$ cat config.mk
export PLATFORM = sky130hd
export DESIGN_NAME = jtag_tap_controller_flat
export DESIGN_NICKNAME = d
export VERILOG_FILES = /design/src/rtl/jtag_tap_controller_if.sv /design/src/rtl/jtag_tap_controller.sv /design/src/flat_wrapper.sv
export SDC_FILE = /design/constraint.sdc
export NUM_CORES = 1
export LEC_CHECK = 0
export CORE_AREA = 2 2 39 41
export CTS_CLUSTER_SIZE = 20
export DETAILED_ROUTE_END_ITERATION = 16
export DIE_AREA = 0 0 41 43
export PLACE_DENSITY = 0.64
export SETUP_SLACK_MARGIN = 0.2
export SYNTH_ARGS = -nofsm -noshare
export SYNTH_HDL_FRONTEND = slang
export SYNTH_SLANG_ARGS = --single-unit
$ cat constraint.sdc
create_clock -name tck -period 2.69 [get_ports tck]
set_clock_uncertainty 0.1 [all_clocks]
set_input_delay 0.4035 -clock tck [delete_from_list [all_inputs] [get_ports tck]]
set_output_delay 0.4035 -clock tck [all_outputs]
set_load 0.005 [all_outputs]
$ cat src/rtl/jtag_tap_controller_if.sv
// jtag_tap_controller_if
// Groups the TAP steering input and the six capture/shift/update strobes.
//   tms              : test mode select, driven by the JTAG pin side
//   cdr1, sdr1, udr1 : Capture-DR / Shift-DR / Update-DR strobes
//   cir1, sir1, uir1 : Capture-IR / Shift-IR / Update-IR strobes
// The master modport is the pin/host side; the slave modport is the TAP.
interface jtag_tap_controller_if;
  logic tms;
  logic cdr1;
  logic sdr1;
  logic udr1;
  logic cir1;
  logic sir1;
  logic uir1;

  modport master (
    output tms,
    input  cdr1, sdr1, udr1, cir1, sir1, uir1
  );

  modport slave (
    input  tms,
    output cdr1, sdr1, udr1, cir1, sir1, uir1
  );
endinterface

$ cat src/rtl/jtag_tap_controller.sv
// jtag_tap_controller
// IEEE 1149.1 TAP state machine. It is steered by tms on each rising tck edge
// and produces one-hot strobes for the DR and IR capture/shift/update phases.
//   tck  : test clock, all state changes on its rising edge
//   trst : synchronous active-high reset to Test-Logic-Reset
//   tap  : slave modport (tms in, six strobes out)
module jtag_tap_controller (
  input  logic                  tck,
  input  logic                  trst,
  jtag_tap_controller_if.slave  tap
);

  typedef enum logic [3:0] {
    TLR   = 4'd0,
    RTI   = 4'd1,
    SELDR = 4'd2,
    CAPDR = 4'd3,
    SHDR  = 4'd4,
    EX1DR = 4'd5,
    PAUDR = 4'd6,
    EX2DR = 4'd7,
    UPDDR = 4'd8,
    SELIR = 4'd9,
    CAPIR = 4'd10,
    SHIR  = 4'd11,
    EX1IR = 4'd12,
    PAUIR = 4'd13,
    EX2IR = 4'd14,
    UPDIR = 4'd15
  } tap_state_e;

  tap_state_e state_q;
  tap_state_e state_d;
  logic [5:0] strobe_q;
  logic [5:0] strobe_d;

  // Strobe decode, packed as {cdr1, sdr1, udr1, cir1, sir1, uir1}.
  function automatic logic [5:0] decode_strobes(input tap_state_e st);
    logic [5:0] s;
    case (st)
      CAPDR:   s = 6'b100000;
      SHDR:    s = 6'b010000;
      UPDDR:   s = 6'b001000;
      CAPIR:   s = 6'b000100;
      SHIR:    s = 6'b000010;
      UPDIR:   s = 6'b000001;
      default: s = 6'b000000;
    endcase
    return s;
  endfunction

  // Next-state logic: the standard TAP transition table, with trst overriding tms.
  always_comb begin
    state_d = TLR;
    if (trst) begin
      state_d = TLR;
    end else begin
      case (state_q)
        TLR:     state_d = tap.tms ? TLR   : RTI;
        RTI:     state_d = tap.tms ? SELDR : RTI;
        SELDR:   state_d = tap.tms ? SELIR : CAPDR;
        CAPDR:   state_d = tap.tms ? EX1DR : SHDR;
        SHDR:    state_d = tap.tms ? EX1DR : SHDR;
        EX1DR:   state_d = tap.tms ? UPDDR : PAUDR;
        PAUDR:   state_d = tap.tms ? EX2DR : PAUDR;
        EX2DR:   state_d = tap.tms ? UPDDR : SHDR;
        UPDDR:   state_d = tap.tms ? SELDR : RTI;
        SELIR:   state_d = tap.tms ? TLR   : CAPIR;
        CAPIR:   state_d = tap.tms ? EX1IR : SHIR;
        SHIR:    state_d = tap.tms ? EX1IR : SHIR;
        EX1IR:   state_d = tap.tms ? UPDIR : PAUIR;
        PAUIR:   state_d = tap.tms ? EX2IR : PAUIR;
        EX2IR:   state_d = tap.tms ? UPDIR : SHIR;
        UPDIR:   state_d = tap.tms ? SELDR : RTI;
        default: state_d = TLR;
      endcase
    end
  end

  // Strobes are decoded from the next state and registered alongside it,
  // so they are exact Moore decodes of state_q with no added latency.
  always_comb begin
    strobe_d = decode_strobes(state_d);
  end

  // State and strobe registers with synchronous reset to Test-Logic-Reset.
  always_ff @(posedge tck) begin
    if (trst) begin
      state_q  <= TLR;
      strobe_q <= 6'b000000;
    end else begin
      state_q  <= state_d;
      strobe_q <= strobe_d;
    end
  end

  assign tap.cdr1 = strobe_q[5];
  assign tap.sdr1 = strobe_q[4];
  assign tap.udr1 = strobe_q[3];
  assign tap.cir1 = strobe_q[2];
  assign tap.sir1 = strobe_q[1];
  assign tap.uir1 = strobe_q[0];

endmodule

$ cat src/flat_wrapper.sv
// flat-port wrapper written by rule: the top's interface ports become plain ports
module jtag_tap_controller_flat 
  (tck, trst, tap_tms, tap_cdr1, tap_sdr1, tap_udr1, tap_cir1, tap_sir1, tap_uir1);
  jtag_tap_controller_if tap_i ();
  input  logic tck;
  input  logic trst;
  input wire logic [$bits(tap_i.tms)-1:0] tap_tms;
  output wire logic [$bits(tap_i.cdr1)-1:0] tap_cdr1;
  output wire logic [$bits(tap_i.sdr1)-1:0] tap_sdr1;
  output wire logic [$bits(tap_i.udr1)-1:0] tap_udr1;
  output wire logic [$bits(tap_i.cir1)-1:0] tap_cir1;
  output wire logic [$bits(tap_i.sir1)-1:0] tap_sir1;
  output wire logic [$bits(tap_i.uir1)-1:0] tap_uir1;
  assign tap_i.tms = tap_tms;
  assign tap_cdr1 = tap_i.cdr1;
  assign tap_sdr1 = tap_i.sdr1;
  assign tap_udr1 = tap_i.udr1;
  assign tap_cir1 = tap_i.cir1;
  assign tap_sir1 = tap_i.sir1;
  assign tap_uir1 = tap_i.uir1;
  jtag_tap_controller u_core (.tck(tck), .trst(trst), .tap(tap_i));
endmodule
==> metrics <==
Filler Cells Inserted=145; Tmin final=1.68 ns; Yosys top cell area share=37.6%; number of antenna repair diodes=0; Cell Pwr Density=542 mW/mm2; DR DRC count=0; Post-CTS Setup Inserts=0; sequential-to-total area share from yosys stat=37.6%; io pins=9; Clock Tree Buf Depth=2; Hold Buf Count CTS=0; CTS Buf Count=3; First DRT Iteration DRCs=7; delay-heaviest family, CP=buffers and inverters; CTS sink count=10; Yosys Warn Count=0; Synth Flop Type=dfxtp_1; vias per cell=5.59; worst IR drop on VDD=302 uV; GPL Wtd Cong=0.724; HP Class=flip-flop to flip-flop; Final WS setup=1.01 ns; RSZ-0062 raised after global routing=false; Net Count, Synth=59; Peak Freq=596 MHz; outcome=completed; max-cap viol count=0; Leak=0.207 nW; CP max stage delay=0.75 ns; main area contributors after synthesis=dfxtp_1 (38%), buf_6 (6.3%), a2111oi_2 (5.6%); Critical Path RT=2.73 ns; Nets=67; dpl ws=0.753 ns; antenna violations before repair=0; FF-to-FF setup slack=1.28 ns; hold endpoint=u_core.strobe_q[1]$_SDFF_PP0_; TritonCTS clock tree=yes; global-route wire length before repair=1.55 mm; die area=0.00176 mm2; Slew Limit Fails=0; RR Endpoint=u_core.state_q[2]$_SDFF_PP0_; layout cells sized above 1=22.2%; CP Launch Type=input pin; clk_lat worst skew=0.26 ns; FF-to-FF path depth=3; Mapped Cells=56; Arrival @ worst endpoint=1.72 ns; vias in the first global route=367; CP bufs+invs=1; most frequent cells after synthesis=dfxtp_1 (10), o211ai_1 (4); Critical Path Stages=4; post_cts resized=0; Hold Startpoint=u_core.state_q[1]$_SDFF_PP0_; hold path depth=1; chip width=41 um; DR WL/cell=12.0 um; synthesized area=533 um2; largest net degree at the start of global routing=15; die height=43 um; global-route usage over all layers=13.4%; clk root buf=clkbuf_4; Routed Wire Length=948 um; Crit-path slowest cell=clkdlybuf4s50_1; vias=442; r2r startpoint=u_core.state_q[3]$_SDFF_PP0_; EDFF count, synth=0; post-synthesis async set-or-reset flop share=0%; Setup CP Type=input pin to flip-flop; CTS H-tree lvls=1; Final Hold Vio Count=0; DP Wirelength=663 um; Mean Syn Cell Area=9.52 um2; Core Area=0.00138 mm2; Slew HR=65.5%; Core Rows=14; grt ovf=0; CTS clk-pin slew, worst paths=0.06 ns; Initial Util=38.5%; final core occ=45.0%; top-count cell post-synth=dfxtp_1; ANT nets after route=0; CP Capture Type=flip-flop; Setup Total Neg Slack=0 ns; final setup violation count=0; area grow syn2layout=16.9%; fin crit share=62.3%; Worst Path Max Fanout=12; Synth cell types=28; FF+latch count, synth=10; cells along the critical path=clkdlybuf4s50_1 > and2b_2 > a32oi_1 > a31oi_1; DR pass1 iterations=4; Tot Pwr=0.000338 W; number of port buffers=8; Slew @ Worst Pin=0.517 ns; Synth area leader=dfxtp_1
[placed cells by master (no fill, tap or decap), types with 3 or more instances in the layout]
cell type	netlist	layout
clkbuf_4	0	3
nor2_1	3	3
dfxtp_1	10	10
nand2_1	3	3
o211ai_1	4	4
nor3_1	3	3
clkdlybuf4s50_1	0	8
a31oi_1	3	3
[cell type report]
cell class,count,area [um2],share of cell area [%]
flip-flops and latches,10,200,32.1
clock buffers,4,36.3,5.82
inverters,4,15.0,2.41
well taps,16,20.0,3.21
repair buffers,8,80.1,12.9
multi-input cells,37,272,43.6
[worst max-delay path by stage]
stage | from | end | slack (ns)
global placement | tap_tms | u_core.state_q[1]$_SDFF_PP0_ | 0.78
detailed placement | tap_tms | u_core.state_q[1]$_SDFF_PP0_ | 0.75
global route | tap_tms | u_core.state_q[1]$_SDFF_PP0_ | 0.96
floorplan | tap_tms | u_core.state_q[2]$_SDFF_PP0_ | 1.49
finish | tap_tms | u_core.state_q[1]$_SDFF_PP0_ | 1.01
CTS | tap_tms | u_core.state_q[1]$_SDFF_PP0_ | 1.03
[logic make-up after synthesis]
family | Yosys count | share of synthesized area, %
compound gates | 15 | 25.1
xor+xnor | 1 | 1.64
buf+inv | 9 | 11.5
flops | 10 | 37.6
simple gates | 21 | 24.2
[layer usage]
metal  track usage, %  wire length [um]
met1             17.5               457
met2             17.2               453
met3             3.14                27
met4             12.0                 9
met5                0                 0
[worst reg2reg max path: stages (launching register included)]
cell and delay (ns):
dfxtp_1 0.61, nand3b_1 0.20, a21oi_2 0.07, a2111oi_2 0.34
[where the power goes]
part,switching (W),internal (W)
clock network,0.0000497,0.0000821
registers,0.0000136,0.000153
logic,0.0000205,0.0000194
total,0.0000838,0.000254
[sequential cells by signal, summed over array words and instances (netlist names)]
signal and count:
u_core.state_q 4, u_core.strobe_q 6
[stage by stage]
stage          hold WS [ns]  cell area (um2)  instances
2_1_floorplan         0.372              533         56
3_5_place_dp          0.572              587         75
3_3_place_gp          0.570              587         75
6_report              0.577              623         79
4_1_cts               0.581              623         79
5_1_grt               0.618              623         79
Power figures use the tool's default switching activity.
